### config.mk
export PLATFORM = sky130hd
export DESIGN_NAME = pe_result_writer
export DESIGN_NICKNAME = d
export VERILOG_FILES = /design/src/rtl/pe_result_writer_pkg.sv /design/src/rtl/pe_result_writer_addr_delay_line.sv /design/src/rtl/pe_result_writer.sv
export SDC_FILE = /design/constraint.sdc
export NUM_CORES = 1
export LEC_CHECK = 0
export CAP_MARGIN = 20
export CORE_MARGIN = 4
export CORE_UTILIZATION = 50
export CTS_CLUSTER_SIZE = 28
export DETAILED_ROUTE_END_ITERATION = 7
export MAX_ROUTING_LAYER = met4
export PLACE_DENSITY = 0.81
export SLEW_MARGIN = 20
export SYNTH_ARGS = -nofsm -noshare
export SYNTH_HDL_FRONTEND = slang
export SYNTH_SLANG_ARGS = --single-unit
### constraint.sdc
create_clock -name clk -period 7.5 [get_ports clk]
set_input_delay 1.5 -clock clk [delete_from_list [all_inputs] [get_ports clk]]
set_output_delay 1.5 -clock clk [all_outputs]
set_load 0.005 [all_outputs]
### src/rtl/pe_result_writer_pkg.sv
// Shared constants and delay-line entry type for the butterfly write-back path.
package pe_result_writer_pkg;

    localparam int data_width   = 14;
    localparam int addr_width   = 8;
    localparam int pe_lat       = 6;
    localparam int bf_per_stage = 256;
    localparam int cnt_width    = $clog2(bf_per_stage + 1);
    localparam int lat_width    = $clog2(pe_lat + 1);

    typedef struct packed {
        logic                  valid;
        logic [addr_width-1:0] addr_u;
        logic [addr_width-1:0] addr_v;
        logic                  mode;
    } delay_entry_t;

    // Number of occupied slots in the delay line.
    function automatic logic [lat_width-1:0] count_valid(input logic [pe_lat-1:0] bits);
        logic [lat_width-1:0] n;
        n = '0;
        for (int i = 0; i < pe_lat; i++) begin
            n = n + lat_width'(bits[i]);
        end
        return n;
    endfunction

endpackage

### src/rtl/pe_result_writer_addr_delay_line.sv
// Free-running shift register carrying issue entries alongside the PE pipeline.
module addr_delay_line
    import pe_result_writer_pkg::*;
#(
    parameter int depth = pe_lat
) (
    input  logic               clk,
    input  logic               rst,
    input  delay_entry_t       din,
    output delay_entry_t       head,
    output logic [depth-1:0]   valids
);

    delay_entry_t stages [depth];

    always_ff @(posedge clk) begin
        if (rst) begin
            for (int i = 0; i < depth; i++) begin
                stages[i] <= '0;
            end
        end else begin
            stages[0] <= din;
            for (int i = 1; i < depth; i++) begin
                stages[i] <= stages[i-1];
            end
        end
    end

    assign head = stages[depth-1];

    always_comb begin
        valids = '0;
        for (int i = 0; i < depth; i++) begin
            valids[i] = stages[i].valid;
        end
    end

endmodule

### src/rtl/pe_result_writer.sv
// Delays PE issue addresses by the pipeline latency, writes butterfly results
// back through two ports and tracks per-stage completion.
module pe_result_writer
    import pe_result_writer_pkg::*;
(
    input  logic                  clk,
    input  logic                  rst,
    input  logic                  start,
    input  logic                  sel_ntt,
    input  logic                  issue_valid,
    input  logic [addr_width-1:0] issue_addr_u,
    input  logic [addr_width-1:0] issue_addr_v,
    input  logic [data_width-1:0] bf_upper,
    input  logic [data_width-1:0] bf_lower,
    output logic                  wa_en,
    output logic [addr_width-1:0] wa_addr,
    output logic [data_width-1:0] wa_data,
    output logic                  wb_en,
    output logic [addr_width-1:0] wb_addr,
    output logic [data_width-1:0] wb_data,
    output logic                  busy,
    output logic                  stage_done,
    output logic                  issue_err
);

    delay_entry_t           issue_entry;
    delay_entry_t           head;
    logic [pe_lat-1:0]      valids;
    logic                   write;
    logic                   unused_mode;

    logic [cnt_width-1:0]   count;
    logic [cnt_width-1:0]   count_base;
    logic [cnt_width-1:0]   count_next;
    logic [lat_width-1:0]   in_flight;
    logic [cnt_width:0]     claimed;
    logic                   overflow;
    logic                   stage_done_next;
    logic                   issue_err_next;

    assign issue_entry = '{valid: issue_valid, addr_u: issue_addr_u,
                           addr_v: issue_addr_v, mode: sel_ntt};

    addr_delay_line #(
        .depth (pe_lat)
    ) u_delay (
        .clk    (clk),
        .rst    (rst),
        .din    (issue_entry),
        .head   (head),
        .valids (valids)
    );

    // Mode tag rides along for debug visibility only; routing ignores it.
    assign unused_mode = head.mode;

    assign write   = head.valid;
    assign wa_en   = write;
    assign wb_en   = write;
    assign wa_addr = write ? head.addr_u : '0;
    assign wb_addr = write ? head.addr_v : '0;
    assign wa_data = write ? bf_lower    : '0;
    assign wb_data = write ? bf_upper    : '0;

    // The head slot is being written this cycle, so it no longer counts as pending.
    assign busy = issue_valid | (|valids[pe_lat-2:0]);

    assign in_flight = count_valid(valids);

    always_comb begin
        count_base = start ? '0 : count;
        count_next = count_base;
        if (write && (count_base != cnt_width'(bf_per_stage))) begin
            count_next = count_base + cnt_width'(1);
        end
        stage_done_next = (count_next == cnt_width'(bf_per_stage))
                       && (count_base != cnt_width'(bf_per_stage));
        // Head entry is both in flight and not yet counted, so nothing is double-counted.
        claimed        = {1'b0, count_base} + (cnt_width+1)'(in_flight);
        overflow       = issue_valid && (claimed >= (cnt_width+1)'(bf_per_stage));
        issue_err_next = overflow | (issue_err & ~start);
    end

    always_ff @(posedge clk) begin
        if (rst) begin
            count      <= '0;
            stage_done <= 1'b0;
            issue_err  <= 1'b0;
        end else begin
            count      <= count_next;
            stage_done <= stage_done_next;
            issue_err  <= issue_err_next;
        end
    end

endmodule

# Word level (Yosys, flattened, before mapping)
# Memory sizes are Yosys's and may differ from the RTL's.
# Cells that the tools add are included.
[op_classes] add_sub_neg=7 n_lt_le_gt_ge=1 n_eq_ne=2 n_mux=15 bitwise_logic=10 reduce_logical=4
[ops] operator="18-bit 2-to-1 mux" n=6
[ops] operator="14-bit 2-to-1 mux" n=2
[ops] operator="9-bit 2-to-1 mux" n=2
[ops] operator="8-bit 2-to-1 mux" n=2
[ops] operator="9-bit by 3-bit adder with 10-bit output" n=1
[ops] operator="10-bit by 9-bit >= comparator with 1-bit output (second input constant)" n=1
[ops] operator="3-bit by 1-bit adder with 3-bit output" n=3
[ops] operator="9-bit by 1-bit adder with 9-bit output (second input constant)" n=1
[ops] operator="9-bit equality test (second input constant)" n=1
[ops] operator="9-bit inequality test (second input constant)" n=1
[ops] operator="1-bit bitwise OR" n=8
[ops] operator="5-bit OR reduction" n=1
[ops] operator="2-bit by 1-bit adder with 3-bit output" n=1
[ops] operator="1-bit logical AND" n=3
[ops] operator="1-bit 2-to-1 mux" n=3
[ops] operator="1-bit by 1-bit adder with 2-bit output" n=1
[ops] operator="1-bit AND" n=1
[ops] operator="1-bit NOT" n=1
[word_totals] register_bits=11 mem_bits_rw=108 inputBits=49 output_inout_bits=49 word_cells=43 n_memories=1
[memory_table] name="u_delay.stages" depth=6 word_bits=18 rd=6 rd_ports_with_merged_regs=0 wr=6 line="pe_result_writer_addr_delay_line.sv:14" text="delay_entry_t stages [depth];"

# Logic depth before layout (Yosys ltp)
[depth] ltp_word=9 mapped_depth=12 ltp_nobuf=11

# Cells and area by module
# A second synthesis with hierarchy kept.
[hier_totals] hier_cells=399 hier_area_um2=4237.8
[by_module_without_submodules] mod="addr_delay_line" n_inst=1 cells_per_inst=252 area_each_um2=3128.0 seq_area_each_um2=2162.1
[by_module_without_submodules] mod="pe_result_writer" n_inst=1 cells_per_inst=147 area_each_um2=1109.8 seq_area_each_um2=220.2

# Least setup slack after synthesis
# No wires, ideal clock.
[synth_path] kind="in2reg" startpoint="input start" endpoint="register issue_err" setup_time_ps=124 t_arrival_ps=3836 t_required_ps=7376 setup_slack_ps=3539 path_stages=12 path_buffers=1 path_cell_list="clkbuf_1 nand2b_1 inv_1 fa_1 inv_1 fa_1 inv_1 ha_1 a21o_1 a21o_1 a21oi_1 o21ai_0"
[synth_via] elab_chain_cells=5 elab_cells_between_ends=7 cone_classes="add/sub (1); order compare (1); mux (1); bitwise (3); reduce/logical (1)"
[synth_lines] item="start, declared" line="pe_result_writer.sv:8" text="input logic start,"
[synth_lines] item="9-bit 2-to-1 mux" line="pe_result_writer.sv:71" text="count_base = start ? '0 : count;"
[synth_lines] item="9-bit by 3-bit adder with 10-bit output" line="pe_result_writer.sv:79" text="claimed = {1'b0, count_base} + (cnt_width+1)'(in_flight);"
[synth_lines] item="10-bit by 9-bit >= comparator with 1-bit output" line="pe_result_writer.sv:80" text="overflow = issue_valid && (claimed >= (cnt_width+1)'(bf_per_stage));"
[synth_lines] item="1-bit logical AND" line="pe_result_writer.sv:80"
[synth_lines] item="1-bit bitwise OR *" line="pe_result_writer.sv:81" text="issue_err_next = overflow | (issue_err & ~start);"
[synth_lines] item="end signal, assigned" line="pe_result_writer.sv:92" text="issue_err <= issue_err_next;"
[synth_lines] item="end, declared" line="pe_result_writer.sv:23" text="output logic issue_err"
# Every way passes the cells marked *; elsewhere a longest branch is shown, timed or not.
# A chain may end at the register's enable or synchronous reset.

# Worst setup path in the final report
[layout_path] startpoint="input issue_valid" endpoint="output busy"
[layout_via] elab_chain_cells=1
[layout_lines] item="start, declared" line="pe_result_writer.sv:10" text="input logic issue_valid,"
[layout_lines] item="1-bit bitwise OR" line="pe_result_writer.sv:66" text="assign busy = issue_valid | (|valids[pe_lat-2:0]);"
[layout_lines] item="end, declared" line="pe_result_writer.sv:21" text="output logic busy,"
# No other way between the ends.

==> metrics.yaml <==
wire_per_inst_um: 10.9
yosysTopAreaCell: "dfxtp_1"
setup_viol: 0
row_count: 31
cp.depth: 4
cts_sinks: 113
area_growth_pct: 43.3
drtPass1Iterations: 4
dp_hpwl_um: 4000
cp_max_fo: 4
diodes: 0
post_cts_buffers: 0
period_minus_slack_ns: 4.33
timing.final.ws_setup_ns: 3.17
grt_antenna_before_repair: 0
die_area_um2: 9190
portBuffers: 96
ir_drop_v: 0.000209
cts-resized-gates: 0
die_height_um: 95.9
p_per_area_nw_per_um2: 281
routabilityCongestion: 0.778
cts_tree: "built"
clockBufferDepth: 2
synth_top_cell_area_share_pct: 58.6
ant_nets: 0
numCtsBuffers: 17
clk_latency_ns: 0.50
ys_seq_elements: 113
path_clk_slew_ns: 0.06
critPathMostFrequentCell: "clkdlybuf4s50_1"
vias_per_cell: 4.40
overflow: 0
nets: 513
relSlewSlack_pct: 37.0
netlist_instances: 361
vias: 2498
h-tree-depth: 4
coreArea_um2: 7370
max_stage_delay_ns: 0.47
post-route-period-util_pct: 57.7
drv_slew: 0
fmax_mhz: 231
final_util_pct: 75.1
syn-cell-area_um2: 3860
fill_cells: 489
arrival_ns: 2.83
critPathLaunchType: "input port"
wl_um: 6210
drc_errors: 0
cp_num_buf_inv: 2
first_global_vias: 2295
synth_cell_types: 36
synth_area_leaders: "dfxtp_1 (59%), nor2b_1 (17%), and2_1 (7.3%), ha_1 (1.9%), clkbuf_1 (1.8%)"
skew_ns: 0.00934
end_kind: "output port"
worstHoldPathType: "register to register"
io_pins: 98
root_buffer: "clkbuf_8"
crit_family: "buffers and inverters"
dp_worst_setup_slack_ns: 2.88
rsz0062_at_grt: "false"
placed_cell_area_um2: 4860
hold_path_depth: 1
worstSetupPathType: "input port to output port"
final_hold_viol_count: 0
ff2ff_path_depth: 11
slowest_stage: "clkdlybuf4s50_1"
drive_gt1_share_pct: 8.74
design_area_um2: 5530
finalNonFillerCells: 568
p_total_mw: 1.56
yosys_warnings: 0
grt_max_degree: 109
status: "complete, no violations"
die_w_um: 95.9
drt_iter0_drc: 99
leakage_nw: 2.25
synth_nets: 418
grt.total_usage_pct: 14.9
grt_pass1_wl_um: 9940
finalSetupTns_ns: 0
path_cells: "clkdlybuf4s50_1, nor4_1, nand2_1, clkdlybuf4s50_1"
dp_cells: 536
required_ns: 6.00
avgSynthCellArea_um2: 10.7
ys_seq_area_share_pct: 58.6
hold_buffers: 0
worst_pin_slew_ns: 0.944
timing.hold.ws_ns: 0.422
start_util_pct: 52.4
cap_violations: 0
-- sequential cells by signal, summed over array words and instances, names as in the netlist --
name            flops
count               9
u_delay.stages    102
stage_done          1
issue_err           1
-- cell type report --
type / count / area, um2 / share of cell area, %
Sequential cell: 113 / 2260 / 40.9
Multi-Input combinational cell: 220 / 1480 / 26.8
Timing Repair Buffer: 97 / 966 / 17.5
Clock buffer: 20 / 445 / 8.05
Clock inverter: 12 / 228 / 4.12
Tap cell: 99 / 124 / 2.24
Inverter: 7 / 26.3 / 0.475
-- final timing paths --
| check | start | to | slack (ns) |
|---|---|---|---|
| setup / recovery | issue_valid | busy | 3.17 |
| hold reg to reg | u_delay.stages[0][58] | u_delay.stages[0][76] | 0.42 |
| hold / removal | u_delay.stages[0][58] | u_delay.stages[0][76] | 0.42 |
| setup reg to reg | count[0] | issue_err | 4.93 |
-- metal layers --
layer	wire length [um]	part of all wire (%)	GRT usage, %	vias to the layer above
li1	-	-	-	1316
met2	2840	46	24.1	111
met4	62	1.0	7.11	0
met1	2450	39	14.9	1064
met3	855	14	7.58	7
met5	0	0	-	-
-- cell families (layout without fill, tap and decap cells) --
kind of cell,Yosys count,count (layout),synth area share [%]
AOI/OAI and AO/OA,13,13,2.66
xor gates and xnor gates,9,9,2.04
adders and majority gates,8,8,2.98
buffers and inverters,28,136,3.05
DFF,113,113,58.6
muxes,2,2,0.519
and+or+nand+nor,188,188,30.1
-- Yosys cell counts, drive strengths merged --
cell and n:
a21oi 2, xnor2 3, clkbuf 18, o31a 1, nor4 2, nand2b 4
nor4b 1, and4b 1, buf 3, nand2 4, mux2i 2, ha 6
and2 45, xor2 6, nand3 4, o2bb2ai 1, nor2b 103, and3 2
fa 2, a31oi 1, dfxtp 113, a21o 2, nand4 4, nor2 16
inv 7, or2 1, o31ai 2, and4 1, o21ai 4
-- layout by cell type, fill, tap and decap left out, types with 4 or more instances in the layout --
cell type,count
dfxtp_1,113
ha_1,6
o21ai_0,4
nand2b_1,4
bufinv_16,6
nand4_1,4
and2_1,45
clkbuf_16,16
clkdlybuf4s50_1,95
xor2_1,6
nor2_1,16
inv_1,7
nor2b_1,103
-- worst reg2reg max path: cells and delay by family (launching register included) --
| family | cells | cell delay (ns) |
|---|---|---|
| adder cells (fa/ha/maj) | 3 | 1.23 |
| AO/OA/AOI/OAI | 4 | 0.55 |
| flip-flops | 1 | 0.32 |
| buffers and inverters | 3 | 0.19 |
| AND/OR/NAND/NOR | 1 | 0.15 |
-- report_power, final --
group / leakage, nW / total [mW] / switching, mW / internal [mW]
Combinational: 1.01 / 0.0487 / 0.0166 / 0.0320
Sequential: 0.920 / 0.618 / 0.00312 / 0.615
Clock: 0.326 / 0.889 / 0.263 / 0.626
Total: 2.25 / 1.56 / 0.283 / 1.27
Power figures use the tool's default switching activity.
